File: config.mk
export PLATFORM = sky130hd
export DESIGN_NAME = uart_rx_cfg_flat
export DESIGN_NICKNAME = d
export VERILOG_FILES = /design/src/rtl/uart_pkg.sv /design/src/rtl/uart_rx_cfg_if.sv /design/src/rtl/uart_rx_fifo.sv /design/src/rtl/uart_rx_cfg.sv /design/src/flat_wrapper.sv
export SDC_FILE = /design/constraint.sdc
export NUM_CORES = 1
export LEC_CHECK = 0
export BUFFER_PORTS_ARGS = -buffer_cell sky130_fd_sc_hd__buf_2
export CAP_MARGIN = 20
export CORE_MARGIN = 2
export CORE_UTILIZATION = 45
export CTS_CLUSTER_DIAMETER = 80
export CTS_CLUSTER_SIZE = 14
export DETAILED_ROUTE_END_ITERATION = 8
export GPL_ROUTABILITY_DRIVEN = 0
export GPL_TIMING_DRIVEN = 0
export HOLD_SLACK_MARGIN = 0.03
export PLACE_DENSITY = 0.64
export REMOVE_ABC_BUFFERS = 1
export SKIP_LAST_GASP = 1
export SLEW_MARGIN = 20
export SYNTH_ARGS = -nofsm -noshare
export SYNTH_HDL_FRONTEND = slang
export SYNTH_SLANG_ARGS = --single-unit
File: constraint.sdc
create_clock -name clk -period 2.74 [get_ports clk]
set_input_delay 0.274 -clock clk [delete_from_list [all_inputs] [get_ports clk]]
set_output_delay 0.274 -clock clk [all_outputs]
set_load 0.005 [all_outputs]
File: src/rtl/uart_pkg.sv
// Shared definitions for the configurable UART receiver: frame FSM states,
// receive-FIFO entry layout and small helpers.
package uart_pkg;

  typedef enum logic [2:0] {
    ST_IDLE,
    ST_START,
    ST_DATA,
    ST_PARITY,
    ST_STOP
  } rx_state_t;

  // FIFO entry layout: data occupies [DATA_WIDTH-1:0] from FLD_DATA; the
  // flag offsets below are relative to DATA_WIDTH.
  localparam int unsigned FLD_DATA = 0;
  localparam int unsigned FLD_PERR = 0;
  localparam int unsigned FLD_FERR = 1;
  localparam int unsigned FLD_BRK  = 2;
  localparam int unsigned FLAG_W   = 3;

  // Width of the per-bit oversample tick counter.
  function automatic int unsigned tick_w(input int unsigned oversample);
    return $clog2(oversample);
  endfunction

  // 2-of-3 majority vote.
  function automatic logic maj3(input logic a, input logic b, input logic c);
    return (a & b) | (a & c) | (b & c);
  endfunction

endpackage

File: src/rtl/uart_rx_cfg_if.sv
// Bus bundle between the baud generator / register block and the receiver.
interface uart_rx_cfg_if #(
  parameter int unsigned DATA_WIDTH = 8,
  parameter int unsigned FIFO_DEPTH = 4
);
  localparam int unsigned LEVEL_W = $clog2(FIFO_DEPTH + 1);

  logic                  baud_en;
  logic                  rx;
  logic [3:0]            cfg_data_bits;
  logic                  cfg_parity_en;
  logic                  cfg_parity_odd;
  logic                  cfg_stop2;
  logic                  rx_rd;
  logic                  ovr_clr;
  logic [DATA_WIDTH-1:0] rx_data;
  logic                  rx_perr;
  logic                  rx_ferr;
  logic                  rx_brk;
  logic                  rx_valid;
  logic [LEVEL_W-1:0]    rx_level;
  logic                  rx_overrun;
  logic                  rx_busy;

  modport master (
    output baud_en, rx, cfg_data_bits, cfg_parity_en, cfg_parity_odd, cfg_stop2,
           rx_rd, ovr_clr,
    input  rx_data, rx_perr, rx_ferr, rx_brk, rx_valid, rx_level, rx_overrun,
           rx_busy
  );

  modport slave (
    input  baud_en, rx, cfg_data_bits, cfg_parity_en, cfg_parity_odd, cfg_stop2,
           rx_rd, ovr_clr,
    output rx_data, rx_perr, rx_ferr, rx_brk, rx_valid, rx_level, rx_overrun,
           rx_busy
  );
endinterface

File: src/rtl/uart_rx_fifo.sv
// Synchronous first-word-fall-through FIFO with simultaneous push/pop and
// occupancy output. Pointers carry one extra wrap bit to tell full from empty.
module uart_rx_fifo #(
  parameter int unsigned WIDTH = 11,
  parameter int unsigned DEPTH = 4
) (
  input  logic                         clk,
  input  logic                         rst,
  input  logic                         push,
  input  logic                         pop,
  input  logic [WIDTH-1:0]             din,
  output logic [WIDTH-1:0]             dout,
  output logic                         empty,
  output logic                         full,
  output logic [$clog2(DEPTH+1)-1:0]   level
);
  localparam int unsigned AW = $clog2(DEPTH);
  localparam int unsigned PW = AW + 1;
  localparam int unsigned LW = $clog2(DEPTH + 1);

  logic [WIDTH-1:0] mem [DEPTH];
  logic [PW-1:0]    wptr;
  logic [PW-1:0]    rptr;
  logic             do_push;
  logic             do_pop;

  assign empty   = (wptr == rptr);
  assign full    = (wptr[AW] != rptr[AW]) && (wptr[AW-1:0] == rptr[AW-1:0]);
  assign do_pop  = pop & ~empty;
  // A push into a full FIFO is accepted only when the head leaves the same cycle.
  assign do_push = push & (~full | do_pop);
  assign dout    = mem[rptr[AW-1:0]];
  assign level   = LW'(wptr - rptr);

  // Storage array write port.
  always_ff @(posedge clk) begin
    if (do_push) mem[wptr[AW-1:0]] <= din;
  end

  // Read/write pointer advance.
  always_ff @(posedge clk or posedge rst) begin
    if (rst) begin
      wptr <= '0;
      rptr <= '0;
    end else begin
      if (do_push) wptr <= wptr + 1'b1;
      if (do_pop)  rptr <= rptr + 1'b1;
    end
  end
endmodule

File: src/rtl/uart_rx_cfg.sv
// Runtime-configurable UART receiver: 2-flop synchroniser, 3-sample majority
// frame FSM with parity/framing/break detection, and a FWFT receive FIFO.
module uart_rx_cfg
  import uart_pkg::*;
#(
  parameter int unsigned DATA_WIDTH = 8,
  parameter int unsigned OVERSAMPLE = 16,
  parameter int unsigned FIFO_DEPTH = 4
) (
  input logic          clk,
  input logic          rst,
  uart_rx_cfg_if.slave bus
);
  localparam int unsigned TW  = tick_w(OVERSAMPLE);
  localparam int unsigned BCW = $clog2(DATA_WIDTH + 1);
  localparam int unsigned EW  = DATA_WIDTH + FLAG_W;
  localparam int unsigned LW  = $clog2(FIFO_DEPTH + 1);

  localparam logic [TW-1:0] T_S0  = TW'(OVERSAMPLE / 2 - 1);
  localparam logic [TW-1:0] T_S1  = TW'(OVERSAMPLE / 2);
  localparam logic [TW-1:0] T_S2  = TW'(OVERSAMPLE / 2 + 1);
  localparam logic [TW-1:0] T_END = TW'(OVERSAMPLE - 1);

  logic                  rx_s1, rx_s2, rx_prev;
  logic                  fall;
  rx_state_t             state;
  logic [TW-1:0]         tick;
  logic [BCW-1:0]        bit_cnt;
  logic [BCW-1:0]        nbits;
  logic [BCW-1:0]        nbits_cfg;
  logic                  par_en, par_odd, stop2, stop_second;
  logic                  samp_a, samp_b;
  logic                  bit_v;
  logic                  at_s2, at_end;
  logic [DATA_WIDTH-1:0] data_sr;
  logic                  par_acc, seen_one;
  logic                  perr, ferr;
  logic                  busy;
  logic                  wr_en;
  logic [EW-1:0]         wr_entry;
  logic                  overrun;
  logic [EW-1:0]         head;
  logic                  empty, full;
  logic [LW-1:0]         level;

  assign fall   = rx_prev & ~rx_s2;
  assign bit_v  = maj3(samp_a, samp_b, rx_s2);
  assign at_s2  = bus.baud_en && (tick == T_S2);
  assign at_end = bus.baud_en && (tick == T_END);

  // Clamp the requested character length into 5..DATA_WIDTH.
  always_comb begin
    nbits_cfg = BCW'(bus.cfg_data_bits);
    if (32'(bus.cfg_data_bits) < 32'd5) nbits_cfg = BCW'(5);
    else if (32'(bus.cfg_data_bits) > DATA_WIDTH) nbits_cfg = BCW'(DATA_WIDTH);
  end

  // Two-flop synchroniser plus previous-value flop for start-edge detection.
  always_ff @(posedge clk or posedge rst) begin
    if (rst) begin
      rx_s1   <= 1'b1;
      rx_s2   <= 1'b1;
      rx_prev <= 1'b1;
    end else begin
      rx_s1   <= bus.rx;
      rx_s2   <= rx_s1;
      rx_prev <= rx_s2;
    end
  end

  // Frame FSM: bit timing, sampling, field checks and the registered FIFO write.
  // Bits are voted at tick M+1 and advanced at the last tick, except the final
  // stop bit which finishes at M+1 so the next start edge is never missed.
  always_ff @(posedge clk or posedge rst) begin
    if (rst) begin
      state       <= ST_IDLE;
      tick        <= '0;
      bit_cnt     <= '0;
      nbits       <= '0;
      par_en      <= 1'b0;
      par_odd     <= 1'b0;
      stop2       <= 1'b0;
      stop_second <= 1'b0;
      samp_a      <= 1'b1;
      samp_b      <= 1'b1;
      data_sr     <= '0;
      par_acc     <= 1'b0;
      seen_one    <= 1'b0;
      perr        <= 1'b0;
      ferr        <= 1'b0;
      busy        <= 1'b0;
      wr_en       <= 1'b0;
      wr_entry    <= '0;
    end else begin
      wr_en <= 1'b0;
      if (state != ST_IDLE && bus.baud_en) begin
        if (tick == T_END) tick <= '0;
        else               tick <= tick + 1'b1;
        if (tick == T_S0) samp_a <= rx_s2;
        if (tick == T_S1) samp_b <= rx_s2;
      end
      case (state)
        ST_IDLE: begin
          if (fall) begin
            state       <= ST_START;
            busy        <= 1'b1;
            tick        <= '0;
            bit_cnt     <= '0;
            nbits       <= nbits_cfg;
            par_en      <= bus.cfg_parity_en;
            par_odd     <= bus.cfg_parity_odd;
            stop2       <= bus.cfg_stop2;
            stop_second <= 1'b0;
            data_sr     <= '0;
            par_acc     <= 1'b0;
            seen_one    <= 1'b0;
            perr        <= 1'b0;
            ferr        <= 1'b0;
          end
        end
        ST_START: begin
          if (at_s2 && bit_v) begin
            state <= ST_IDLE;
            busy  <= 1'b0;
          end else if (at_end) begin
            state <= ST_DATA;
          end
        end
        ST_DATA: begin
          if (at_s2) begin
            data_sr  <= data_sr | (DATA_WIDTH'(bit_v) << bit_cnt);
            par_acc  <= par_acc ^ bit_v;
            seen_one <= seen_one | bit_v;
          end
          if (at_end) begin
            bit_cnt <= bit_cnt + 1'b1;
            if (bit_cnt == nbits - BCW'(1)) state <= par_en ? ST_PARITY : ST_STOP;
          end
        end
        ST_PARITY: begin
          if (at_s2) begin
            perr     <= bit_v != (par_acc ^ par_odd);
            seen_one <= seen_one | bit_v;
          end
          if (at_end) state <= ST_STOP;
        end
        ST_STOP: begin
          if (at_s2) begin
            if (stop2 && !stop_second) begin
              if (!bit_v) ferr <= 1'b1;
            end else begin
              state                            <= ST_IDLE;
              busy                             <= 1'b0;
              wr_en                            <= 1'b1;
              wr_entry[FLD_DATA +: DATA_WIDTH] <= data_sr;
              wr_entry[DATA_WIDTH + FLD_PERR]  <= perr;
              wr_entry[DATA_WIDTH + FLD_FERR]  <= ferr | ~bit_v;
              wr_entry[DATA_WIDTH + FLD_BRK]   <= ~seen_one & ~bit_v;
            end
          end
          if (at_end) stop_second <= 1'b1;
        end
        default: begin
          state <= ST_IDLE;
          busy  <= 1'b0;
        end
      endcase
    end
  end

  // Sticky overrun: a write into a full FIFO with no same-cycle pop; set wins.
  always_ff @(posedge clk or posedge rst) begin
    if (rst)                              overrun <= 1'b0;
    else if (wr_en && full && !bus.rx_rd) overrun <= 1'b1;
    else if (bus.ovr_clr)                 overrun <= 1'b0;
  end

  uart_rx_fifo #(
    .WIDTH (EW),
    .DEPTH (FIFO_DEPTH)
  ) u_fifo (
    .clk   (clk),
    .rst   (rst),
    .push  (wr_en),
    .pop   (bus.rx_rd),
    .din   (wr_entry),
    .dout  (head),
    .empty (empty),
    .full  (full),
    .level (level)
  );

  assign bus.rx_valid   = ~empty;
  assign bus.rx_data    = empty ? '0 : head[FLD_DATA +: DATA_WIDTH];
  assign bus.rx_perr    = ~empty & head[DATA_WIDTH + FLD_PERR];
  assign bus.rx_ferr    = ~empty & head[DATA_WIDTH + FLD_FERR];
  assign bus.rx_brk     = ~empty & head[DATA_WIDTH + FLD_BRK];
  assign bus.rx_level   = level;
  assign bus.rx_overrun = overrun;
  assign bus.rx_busy    = busy;
endmodule

File: src/flat_wrapper.sv
// flat-port wrapper written by rule: the top's interface ports become plain ports
module uart_rx_cfg_flat import uart_pkg::*;
#(
  parameter int unsigned DATA_WIDTH = 8,
  parameter int unsigned OVERSAMPLE = 16,
  parameter int unsigned FIFO_DEPTH = 4
)
  (clk, rst, bus_baud_en, bus_rx, bus_cfg_data_bits, bus_cfg_parity_en, bus_cfg_parity_odd, bus_cfg_stop2, bus_rx_rd, bus_ovr_clr, bus_rx_data, bus_rx_perr, bus_rx_ferr, bus_rx_brk, bus_rx_valid, bus_rx_level, bus_rx_overrun, bus_rx_busy);
  uart_rx_cfg_if #(.DATA_WIDTH(DATA_WIDTH), .FIFO_DEPTH(FIFO_DEPTH)) bus_i ();
  input logic clk;
  input logic rst;
  input wire logic [$bits(bus_i.baud_en)-1:0] bus_baud_en;
  input wire logic [$bits(bus_i.rx)-1:0] bus_rx;
  input wire logic [$bits(bus_i.cfg_data_bits)-1:0] bus_cfg_data_bits;
  input wire logic [$bits(bus_i.cfg_parity_en)-1:0] bus_cfg_parity_en;
  input wire logic [$bits(bus_i.cfg_parity_odd)-1:0] bus_cfg_parity_odd;
  input wire logic [$bits(bus_i.cfg_stop2)-1:0] bus_cfg_stop2;
  input wire logic [$bits(bus_i.rx_rd)-1:0] bus_rx_rd;
  input wire logic [$bits(bus_i.ovr_clr)-1:0] bus_ovr_clr;
  output wire logic [$bits(bus_i.rx_data)-1:0] bus_rx_data;
  output wire logic [$bits(bus_i.rx_perr)-1:0] bus_rx_perr;
  output wire logic [$bits(bus_i.rx_ferr)-1:0] bus_rx_ferr;
  output wire logic [$bits(bus_i.rx_brk)-1:0] bus_rx_brk;
  output wire logic [$bits(bus_i.rx_valid)-1:0] bus_rx_valid;
  output wire logic [$bits(bus_i.rx_level)-1:0] bus_rx_level;
  output wire logic [$bits(bus_i.rx_overrun)-1:0] bus_rx_overrun;
  output wire logic [$bits(bus_i.rx_busy)-1:0] bus_rx_busy;
  assign bus_i.baud_en = bus_baud_en;
  assign bus_i.rx = bus_rx;
  assign bus_i.cfg_data_bits = bus_cfg_data_bits;
  assign bus_i.cfg_parity_en = bus_cfg_parity_en;
  assign bus_i.cfg_parity_odd = bus_cfg_parity_odd;
  assign bus_i.cfg_stop2 = bus_cfg_stop2;
  assign bus_i.rx_rd = bus_rx_rd;
  assign bus_i.ovr_clr = bus_ovr_clr;
  assign bus_rx_data = bus_i.rx_data;
  assign bus_rx_perr = bus_i.rx_perr;
  assign bus_rx_ferr = bus_i.rx_ferr;
  assign bus_rx_brk = bus_i.rx_brk;
  assign bus_rx_valid = bus_i.rx_valid;
  assign bus_rx_level = bus_i.rx_level;
  assign bus_rx_overrun = bus_i.rx_overrun;
  assign bus_rx_busy = bus_i.rx_busy;
  uart_rx_cfg #(.DATA_WIDTH(DATA_WIDTH), .OVERSAMPLE(OVERSAMPLE), .FIFO_DEPTH(FIFO_DEPTH)) u_core (.clk(clk), .rst(rst), .bus(bus_i));
endmodule
==> out/metrics.yaml <==
floorplanning:
  die_y_um: 102.6
  io_pins: 30
  fp.dieW_um: 102.6
  rows: 35
  die_area_mm2: 0.01052
  start_util: 0.4689
  core_area_mm2: 0.009328
place:
  dpl-instance-area_mm2: 0.004629
  port-buffer-count: 29
  dp_cells: 475
  dpl.hpwl_um: 4739
route:
  firstDrtPassIters: 4
  via_count: 2535
  wl_per_cell_um: 14.95
  drc: 0
  drt-total-wl_um: 7354
  drt_iter0_markers: 115
  ant_nets: 0
  vias_per_cell: 5.152
critical_path:
  reg2reg_slack_ns: 0.40
  crit_fanout: 15
  cp-end-kind: "output pin"
  reg2regPathDepth: 5
  critical_path_class: "reg2out"
  cp_data_arrival_time_ns: 2.17
  slowest_delay_ns: 0.62
  path_delay_family: "simple AND/OR/NAND/NOR gates"
  reg2reg_from: "u_core.tick[1]"
  slowest_stage: "dfrtp_2"
  cp-start-kind: "register"
  crit_chain: "inv_1, ha_1, nand3_1, and2_1, buf_2"
  worst_ep_required_time_ns: 2.47
  critical_path_depth: 5
  cp.buffers_inverters: 2
  worst_r2r_endpoint: "u_core.wr_entry[4]"
yosys:
  synth_area_leaders: "edfxtp_1 (30%), dfrtp_1 (29%), mux4_2 (5.7%)"
  async_reset_ff_frac: 0.5600
  synth_top_area_cell: "edfxtp_1"
  synth_commonest_cells: "dfrtp_1 (51), edfxtp_1 (44), nand2_1 (28), nor2_1 (26), inv_1 (17)"
  synth.avg_cell_area_um2: 13.26
  synth_area_mm2: 0.004374
  syn_inst: 330
  yosys_warnings: 0
  synth.top_cell.area_share: 0.3021
  synth.distinct_cells: 47
  synth_flop_cell: "dfrtp_1"
  yosysMostFrequentCell: "dfrtp_1"
  yosysSeqAreaShare: 0.6239
  ys_ff_latch: 100
  synth-edff-count: 44
pwr:
  comb_power_share: 0.215
  p_clk_frac: 0.247
  pwr-share-seq: 0.537
  switching_share: 0.3108
  powerDensity_mw_per_mm2: 737.2
  p_switching_mw: 1.104
  peakVddDrop_uv: 361.5
  p_leak_nw: 2.045
  internal_power_mw: 2.450
sta:
  post-route-period-util: 0.8921
  finalHoldWorstSlack_ns: 0.02341
  rsz0062_at_grt: "false"
  max_slew_margin: 0.4966
  fmax_ghz: 0.4091
  setup_viol: 0
  worst_pin_slew_ns: 0.7534
  skew_ns: 0.01432
  hold_viol_final: 0
  fin_crit_ns: 2.444
  slew_violations: 0
  tns_ns: 0
finish:
  drive_above_1_share: 0.2231
  final-instance-count-excl-fill: 492
  area_delta_synth_final_pct: 10.21
  nets: 384
  stdcell_area_mm2: 0.004821
  num_antenna_cells: 0
clock_network:
  worstSkewPairLatency_ns: 0.37
  cts_sinks: 100
  clock_path_buffers: 2
  htree_levels: 3
  cts_made_buffers: 9
  path_clk_slew_ns: 0.10
  clock-root-buffer: "clkbuf_8"
  postCtsSetupBuffers: 0
  cts_tree: "done"
outcome:
  outcome: "completed"
grt:
  first_global_vias: 2453
  grt_max_degree: 57
  overflow: 0
  grtUsageTotal: 0.1523
  antenna_found_initial: 0
  grt_pass1_wl_um: 12250
flow_run:
  drv_cap: 0
min_path:
  hold_path.class: "in2async"
-- cell usage in the layout (no fill, tap or decap), drive strengths merged, types with 2 or more instances in the layout --
| cell | synthesis | routed |
|---|---|---|
| dfrtp | 51 | 51 |
| edfxtp | 44 | 44 |
| buf | 8 | 30 |
| nand2 | 28 | 28 |
| nor2 | 26 | 26 |
| inv | 17 | 22 |
| and2 | 16 | 16 |
| xnor2 | 15 | 15 |
| mux2 | 12 | 12 |
| ha | 12 | 12 |
| mux4 | 11 | 11 |
| o21ai | 10 | 10 |
| a21oi | 9 | 9 |
| nand3 | 9 | 9 |
| a31oi | 9 | 9 |
| clkbuf | 6 | 9 |
| nor3 | 5 | 5 |
| dfstp | 5 | 5 |
| xor2 | 4 | 4 |
| nor2b | 3 | 3 |
| o31ai | 3 | 3 |
| and4b | 2 | 2 |
| nor3b | 2 | 2 |
| nand4 | 2 | 2 |
| nand2b | 2 | 2 |
| a41oi | 2 | 2 |
| o31a | 2 | 2 |
-- cell families after synthesis --
kind of cell | Yosys count | share of synthesized area
AOI/OAI and AO/OA | 38 | 0.05492
buffers and inverters | 31 | 0.03089
adders and majority gates | 14 | 0.04119
DFF | 100 | 0.6239
muxes | 24 | 0.08982
and+or+nand+nor | 104 | 0.1213
xor gates and xnor gates | 19 | 0.03804
-- stage by stage --
step                  util  power [mW]  setup WS, ns
finish              0.5168       3.554        0.2955
CTS                 0.5166       3.599      0.001581
floorplan                -       2.455        0.5981
global placement    0.4942       2.700       0.07900
global route        0.5168       3.775        0.1256
detailed placement  0.4963       2.721       0.05886
-- worst reg2reg max path, stage by stage, from the launching register on --
cell and delay (ns):
dfrtp_1 0.41, inv_1 0.11, ha_1 0.15, and4b_1 0.39, nand4_1 0.64, mux2_2 0.51
-- power groups by stage --
stage | Clock, mW | Sequential (mW) | Combinational (mW)
CTS | 0.903 | 1.91 | 0.781
detailed placement | 0 | 1.95 | 0.775
global route | 0.962 | 1.94 | 0.868
finish | 0.879 | 1.91 | 0.765
global placement | 0 | 1.94 | 0.758
floorplan | 0 | 1.88 | 0.579
-- flip-flops by register name (all words and copies together) (netlist names), 3 cells and up --
| register | flops |
|---|---|
| u_core.bit_cnt | 4 |
| u_core.nbits | 4 |
| u_core.tick | 4 |
| u_core.u_fifo.wptr | 3 |
| u_core.u_fifo.rptr | 3 |
| u_core.data_sr | 8 |
| u_core.state | 3 |
| u_core.wr_entry | 11 |
| u_core.u_fifo.mem | 44 |
-- layout make-up --
cell class	count	area, µm²
flip-flops and latches	100	2731
well taps	129	161.4
clock buffers	9	123.9
clock inverters	7	55.05
fillers	819	4507
multi-input cells	199	1513
repair buffers	31	170.2
inverters	17	66.31
-- routing by layer --
metal  vias up  share of wire  track usage
met5         -              0            0
met4         0          0.013      0.04308
met3        10          0.040      0.04000
met2        53           0.48       0.2499
met1      1244           0.46       0.2020
li1       1228              -            -
-- worst max path at each step --
stage	slack, ns	startpoint	endpoint
global route	0.13	u_core.u_fifo.rptr[1]	bus_rx_ferr
floorplan	0.60	u_core.u_fifo.rptr[0]	u_core.u_fifo.mem[3][0]
CTS	0.002	u_core.u_fifo.rptr[0]	bus_rx_ferr
finish	0.30	u_core.u_fifo.rptr[1]	bus_rx_ferr
detailed placement	0.06	u_core.u_fifo.rptr[0]	u_core.u_fifo.mem[3][3]
global placement	0.08	u_core.u_fifo.rptr[0]	u_core.u_fifo.mem[3][3]
-- what timing repair did --
| action | CTS | global route |
|---|---|---|
| resized for setup | 0 | 2 |
| setup endpoints to repair | 0 | 56 |
| hold buffers | 1 | 0 |
| endpoints found under the hold margin | 1 | 0 |
(Power assumes the default switching activity.)
